[config.mk]
export PLATFORM = sky130hd
export DESIGN_NAME = trainled_tx
export DESIGN_NICKNAME = d
export VERILOG_FILES = /design/src/rtl/trainled_tx.sv
export SDC_FILE = /design/constraint.sdc
export NUM_CORES = 1
export LEC_CHECK = 0
export CAP_MARGIN = 40
export CORE_UTILIZATION = 55
export CTS_CLUSTER_DIAMETER = 200
export DETAILED_ROUTE_END_ITERATION = 12
export PLACE_DENSITY = 0.79
export SLEW_MARGIN = 30
export SYNTH_ARGS = -nofsm -noshare
export SYNTH_HDL_FRONTEND = slang
export SYNTH_SLANG_ARGS = --single-unit
[constraint.sdc]
create_clock -name clk -period 1.99 [get_ports clk]
set_input_delay 0.199 -clock clk [delete_from_list [all_inputs] [get_ports clk]]
set_output_delay 0.199 -clock clk [all_outputs]
set_load 0.03 [all_outputs]
[src/rtl/trainled_tx.sv]
`default_nettype none
// ============================================================================
// Module   : trainled_tx
// Purpose  : Serialises 24-bit LED words into high/data/low bit cells on dout,
//            with a forced-low latch gap after each frame.
// Revision : 1.0  initial release
// ============================================================================
module trainled_tx #(
  parameter int PHASE = 4,
  parameter int GAP   = 128
) (
  input  logic        clk,
  input  logic        rst_n,
  input  logic [23:0] s_data,
  input  logic        s_valid,
  input  logic        s_last,
  output logic        s_ready,
  output logic        dout,
  output logic        busy,
  output logic        frame_done,
  output logic        underrun
);

  localparam int PW = (PHASE > 1) ? $clog2(PHASE) : 1;
  localparam int CW = $clog2(GAP + 1);
  localparam logic [PW-1:0] c_PH_LAST  = PW'(PHASE - 1);
  localparam logic [PW-1:0] c_PH_PRE   = PW'(PHASE - 2);
  localparam logic [CW-1:0] c_GAP_LAST = CW'(GAP);
  localparam logic [CW-1:0] c_GAP_PRE  = CW'(GAP - 1);
  localparam logic [CW-1:0] c_UR_PRE   = CW'(95);

  typedef enum logic [2:0] {
    S_GAP  = 3'd0,
    S_IDLE = 3'd1,
    S_HIGH = 3'd2,
    S_DATA = 3'd3,
    S_LOW  = 3'd4
  } state_t;

  state_t        r_state;
  logic [23:0]   r_sh;
  logic          r_last;
  logic          r_midf;
  logic [PW-1:0] r_ph;
  logic [4:0]    r_bit;
  logic [CW-1:0] r_cnt;
  logic          r_dout;
  logic          r_ready;
  logic          r_busy;
  logic          r_done;
  logic          r_under;
  logic          w_xfer;

  assign w_xfer     = s_valid & r_ready;
  assign s_ready    = r_ready;
  assign dout       = r_dout;
  assign busy       = r_busy;
  assign frame_done = r_done;
  assign underrun   = r_under;

  // r_cnt numbers GAP / stall cycles from 1, so the reset-release cycle acts as cycle 0
  always_ff @(posedge clk or negedge rst_n) begin
    if (!rst_n) begin
      r_state <= S_GAP;
      r_sh    <= '0;
      r_last  <= 1'b0;
      r_midf  <= 1'b0;
      r_ph    <= '0;
      r_bit   <= '0;
      r_cnt   <= '0;
      r_dout  <= 1'b0;
      r_ready <= 1'b0;
      r_busy  <= 1'b1;
      r_done  <= 1'b0;
      r_under <= 1'b0;
    end else begin
      r_done  <= 1'b0;
      r_under <= 1'b0;
      if (w_xfer) begin
        r_sh    <= s_data;
        r_last  <= s_last;
        r_bit   <= 5'd23;
        r_ph    <= '0;
        r_state <= S_HIGH;
        r_dout  <= 1'b1;
        r_ready <= 1'b0;
        r_busy  <= 1'b1;
        r_midf  <= 1'b0;
      end else begin
        case (r_state)
          S_GAP: begin
            r_dout <= 1'b0;
            if (r_cnt == c_GAP_LAST) begin
              r_state <= S_IDLE;
              r_ready <= 1'b1;
              r_busy  <= 1'b0;
              r_midf  <= 1'b0;
            end else begin
              r_cnt <= r_cnt + 1'b1;
              if (r_cnt == c_GAP_PRE) r_done <= 1'b1;
            end
          end
          S_IDLE: begin
            r_dout <= 1'b0;
            if (r_midf) begin
              if (r_cnt == c_UR_PRE) begin
                r_under <= 1'b1;
                r_midf  <= 1'b0;
              end else begin
                r_cnt <= r_cnt + 1'b1;
              end
            end
          end
          S_HIGH: begin
            if (r_ph == c_PH_LAST) begin
              r_ph    <= '0;
              r_state <= S_DATA;
              r_dout  <= r_sh[23];
            end else begin
              r_ph <= r_ph + 1'b1;
            end
          end
          S_DATA: begin
            if (r_ph == c_PH_LAST) begin
              r_ph    <= '0;
              r_state <= S_LOW;
              r_dout  <= 1'b0;
            end else begin
              r_ph <= r_ph + 1'b1;
            end
          end
          S_LOW: begin
            if (r_ph == c_PH_LAST) begin
              r_ph <= '0;
              if (r_bit != 5'd0) begin
                r_bit   <= r_bit - 1'b1;
                r_sh    <= {r_sh[22:0], 1'b0};
                r_state <= S_HIGH;
                r_dout  <= 1'b1;
              end else begin
                // Word finished with no follow-on word: latch gap or mid-frame stall
                r_cnt   <= CW'(1);
                r_state <= r_last ? S_GAP : S_IDLE;
                r_busy  <= r_last;
                r_midf  <= ~r_last;
              end
            end else begin
              r_ph <= r_ph + 1'b1;
              if (r_ph == c_PH_PRE && r_bit == 5'd0 && !r_last) r_ready <= 1'b1;
            end
          end
          default: begin
            r_state <= S_GAP;
            r_cnt   <= '0;
            r_dout  <= 1'b0;
            r_ready <= 1'b0;
            r_busy  <= 1'b1;
          end
        endcase
      end
    end
  end

endmodule
`default_nettype wire

==> Yosys cells after proc, flatten, opt, wreduce, memory -nomap -nowiden <==
Index checks and enable logic that the tools add are counted.
{ "word_totals": {"out_inout_bits": 5, "ff_bits": 49, "in_bits": 28} }
{ "classes": {"bitwise": 4, "muxes": 55, "eq_ne": 24, "reduce_logical": 21, "addsub": 3} }
{ "ops": {"columns": ["cell", "n"], "rows": [
  ["two-way mux 24 bit", 4],
  ["two-way mux 8 bit", 5],
  ["one-hot mux 8 bit (4 select lines)", 1],
  ["two-way mux 1 bit", 27],
  ["!= test 3 bit (second input constant)", 8],
  ["two-way mux 5 bit", 4],
  ["== test 8 x 7 -> 1 bit (second input constant)", 2],
  ["AND reduction 4 bit", 4],
  ["two-way mux 3 bit", 5],
  ["one-hot mux 3 bit (5 select lines)", 1],
  ["!= test 2 bit (second input constant)", 6],
  ["one-hot mux 1 bit (3 select lines)", 4],
  ["adder 8 x 1 -> 8 bit (second input constant)", 1],
  ["== test 8 bit (second input constant)", 1],
  ["two-way mux 2 bit", 4],
  ["nonzero test 2 bit", 4],
  ["AND reduction 7 bit", 1],
  ["== test 3 x 2 -> 1 bit (second input constant)", 2],
  ["OR reduction 3 bit", 2],
  ["zero test 5 bit", 1],
  ["AND reduction 5 bit", 1],
  ["nonzero test 5 bit", 1],
  ["subtractor 5 x 1 -> 5 bit (second input constant)", 1],
  ["== test 2 bit (second input constant)", 2],
  ["other kinds (12)", 15]
]} }

==> Logic depth before layout (Yosys ltp) <==
{ "logic_depth": {"depth_word": 7, "mapped_depth": 8} }

==> Worst setup path after synthesis <==
OpenSTA, ideal clock, no wires.
{ "synth_path": {"path_type": "reg-to-reg", "start": "register r_bit[0]", "end": "register r_sh[23]", "slack_ns": 0.145, "stages_incl_launch_ff": 9, "n_path_buf": 2, "arrival_time_ns": 1.714, "setup_time_ns": 0.131, "required_ns": 1.859, "path_cell_list": "dfrtp_1 inv_1 ha_1 or4b_4 nand3_2 buf_6 buf_8 mux2i_1 o21ai_1"} }
{ "synth_between": {"elab_chain_cells": 3} }
{ "synth_rtl": {"columns": ["item", "line_no", "rtl"], "rows": [
  ["from (decl)", "45", "logic [4:0] r_bit;"],
  ["from (signal assigned)", "136", "r_bit <= r_bit - 1'b1;"],
  ["nonzero test 5 bit", "135", "if (r_bit != 5'd0) begin"],
  ["nonzero test 2 bit (no source line)", null, null],
  ["AND reduction 3 bit (no source line)", null, null],
  ["to (signal assigned)", "80", "r_sh <= s_data;"],
  ["to (signal assigned)", "137", "r_sh <= {r_sh[22:0], 1'b0};"],
  ["to (decl)", "41", "logic [23:0] r_sh;"]
]} }
No other way between the ends.
A chain may end at the register's enable or synchronous reset.

==> Final worst setup path <==
{ "layout_path": {"start": "register r_bit[1]", "end": "register r_sh[6]"} }
Same word-level chain as after synthesis.

==> flow_summary.toml <==
[critical_path]
critPathLaunchType = "flop"
crit-reg2reg-capture = "r_sh[6]$_DFFE_PN0P_"
criticalPathCategory = "flop to flop"
r2r_start = "r_bit[1]$_DFFE_PN0P_"
reg2reg_slack_ns = 0.04
cp-end-kind = "flop"
required_ns = 2.17
cp.arrival_ns = 2.13
crit_fanout = 7
reg2reg_depth = 8

[finish]
final_util_pct = 71.9
final_common_cell = "dfrtp_1"
fillers = 349
drive_gt1_share_pct = 15.5
area_growth_pct = 25.7
n_antenna_cell = 0
layout_common_cells = "48 x dfrtp_1, 41 x nand2_1, 31 x clkdlybuf4s50_1"
nNetsFinal = 367

[detailed_routing]
wl_um = 5930
wire_per_inst_um = 14.8
drc_errors = 0
vias = 2329
first_pass_iters = 4
ant_nets = 0
drtIter0Drc = 168
viasPerCell = 5.79

[logic_synthesis]
synth_compound_gate_area_share_pct = 18.1
synth_mux_area_share_pct = 8.51
syn-num-nets = 319
syn_area_per_cell_um2 = 9.45
ys.flop_type = "dfrtp_1"
ys_types = 56
synth_adder_area_share_pct = 2.31
async_flop_share_pct = 100
synth_edf_count = 0
netlist_area_um2 = 2700
yosysWarnings = 0
synth_top_family_by_area = "simple AND/OR/NAND/NOR gates"
synth-seq-cells = 49
synthCells = 286
synth-simple-area-share_pct = 19.0
yosysSeqAreaShare_pct = 45.4
synthXorXnorAreaFrac_pct = 0.972

[power]
powerDensity_nw_per_um2 = 505
peakVddDrop_v = 0.000354
cellLeakagePower_nw = 1.47

[global_route]
overflow = 0
grt_max_degree = 38
grt_pass1_wl_um = 9560
track_usage_pct = 23.5
grt_pass1_vias = 2064
antenna_found_initial = 0

[job]
cap_violations = 0

[sta]
fin_hold_ws_ns = 0.285
finalClockSkew_ns = 0.0103
rsz0062_at_grt = "true"
finalHoldViolCount = 0
max-slew-margin-rel_pct = 66.8
fmax_mhz = 514
drv_slew = 0
period_share_pct = 97.8
setup_viol = 0
finalCriticalPeriod_ns = 1.95
worst_pin_slew_ns = 0.492

[placed_design]
port_buffers = 32
dp_hpwl_um = 4110
place.gp.congestion = 0.909

[clocking]
htree_levels = 2
cts_buffer_depth = 2
root_buffer = "clkbuf_8"
clk-insertion-delay-late_ns = 0.31
cts_tree = "yes"
clk_pin_slew_ns = 0.10
cts_buffers = 5
clock-sinks = 49

[worst_hold_path]
min_path_type = "input pin to asynchronous set/reset pin"

[floorplan]
fp.dieW_um = 72.1
die-area_um2 = 5200
die_y_um = 72.1
core_um2 = 4720
num_io_pins = 33
rows = 25
start_util_pct = 57.2

[status]
outcome = "finished clean"
[worst max-delay path: stages, from the launching register on]
cell	delay [ns]
dfrtp_1	0.41
inv_2	0.09
ha_4	0.14
or4b_4	0.50
nand3_4	0.13
buf_6	0.12
buf_12	0.13
mux2i_2	0.20
o21ai_0	0.09
[stage by stage]
| step | TNS [ns] | total power, mW | setup slack, ns | std cells | cell area (um^2) |
|---|---|---|---|---|---|
| floorplan | 0 | 1.02 | 0.145 | 286 | 2700 |
| global placement | 0 | 1.09 | 0.136 | 387 | 3180 |
| detailed placement | 0 | 1.09 | 0.0742 | 387 | 3180 |
| CTS | 0 | 1.73 | 0.0380 | 396 | 3290 |
| global route | -0.356 | 1.77 | -0.0483 | 402 | 3400 |
| finish | 0 | 1.72 | 0.0434 | 402 | 3400 |
[area by class of cell]
cell class | instances | area [um^2] | share of cell area (%)
Multi-Input combinational cell | 203 | 1360 | 40.0
Sequential cell | 49 | 1230 | 36.1
Timing Repair Buffer | 58 | 563 | 16.6
Tap cell | 67 | 83.8 | 2.47
Clock buffer | 6 | 82.6 | 2.43
Inverter | 17 | 63.8 | 1.88
Clock inverter | 2 | 17.5 | 0.515
[layer usage]
metal	up-vias	track usage, %	share of wire, %
met4	0	6.54	0.93
li1	1127	-	-
met5	-	0	0
met1	1118	34.4	47
met2	77	34.9	47
met3	7	5.56	5.0
[synthesized netlist by cell type (2+ instances only)]
| library cell | n | share of area (%) |
|---|---|---|
| nor4b_2 | 2 | 1.1 |
| o22ai_1 | 9 | 2.1 |
| dfrtp_1 | 48 | 44 |
| nor2_1 | 15 | 2.1 |
| nor4b_1 | 3 | 0.97 |
| o21ai_1 | 5 | 0.93 |
| xor2_1 | 2 | 0.65 |
| buf_2 | 2 | 0.37 |
| mux2i_1 | 23 | 8.5 |
| a31oi_1 | 4 | 0.93 |
| nand2b_1 | 2 | 0.46 |
| nor2b_1 | 4 | 0.93 |
| nand3_1 | 6 | 1.1 |
| ha_1 | 5 | 2.3 |
| clkbuf_1 | 11 | 1.5 |
| o21ai_0 | 22 | 4.1 |
| a41oi_1 | 2 | 0.65 |
| inv_1 | 17 | 2.4 |
| nor3_1 | 5 | 0.93 |
| a21oi_1 | 9 | 1.7 |
| nand4_1 | 5 | 1.2 |
| o211ai_1 | 2 | 0.56 |
| a211oi_1 | 5 | 1.4 |
| or4_1 | 2 | 0.56 |
| and3_1 | 3 | 0.69 |
| and2_1 | 2 | 0.46 |
| a221oi_1 | 2 | 0.65 |
| nand2_1 | 41 | 5.7 |
[power breakdown]
group / switching, mW / internal (mW)
registers: 0 / 0.995
logic: 0.0269 / 0.0494
clock network: 0.357 / 0.289
total: 0.384 / 1.33
[worst max-delay path by stage]
stage	from	to	slack, ns	cells past startpoint
after floorplan	r_bit[0]$_DFFE_PN0P_	r_sh[23]$_DFFE_PN0P_	0.15	8
after global placement	r_bit[0]$_DFFE_PN0P_	r_sh[6]$_DFFE_PN0P_	0.14	7
after detailed placement	r_bit[0]$_DFFE_PN0P_	r_sh[6]$_DFFE_PN0P_	0.07	7
after CTS	r_bit[0]$_DFFE_PN0P_	r_sh[6]$_DFFE_PN0P_	0.04	7
after global routing	r_bit[1]$_DFFE_PN0P_	r_sh[12]$_DFFE_PN0P_	-0.05	8
final	r_bit[1]$_DFFE_PN0P_	r_sh[6]$_DFFE_PN0P_	0.04	8
[cells by family (layout without fill, tap and decap cells)]
group                      count (synthesis)  in the layout
and+or+nand+nor                           98             98
muxes                                     23             23
AOI/OAI and AO/OA                         74             74
xor gates and xnor gates                   3              3
DFF                                       49             49
buffers and inverters                     34             83
adders and majority gates                  5              5
[sequential cells by signal, indices dropped and copies added, names as in the netlist]
signal      count
r_midf          1
r_sh           24
r_cnt           8
r_ph            2
busy            1
r_bit           5
r_state         3
underrun        1
dout            1
r_last          1
frame_done      1
s_ready         1
[timing repair]
action / CTS / global route
hold buffers: 1 / 0
gates resized for setup: 0 / 12
setup buffers: 0 / 5
endpoints found under the hold margin: 11 / 0
endpoints found under the setup margin: 0 / 22
(Power assumes the default switching activity.)
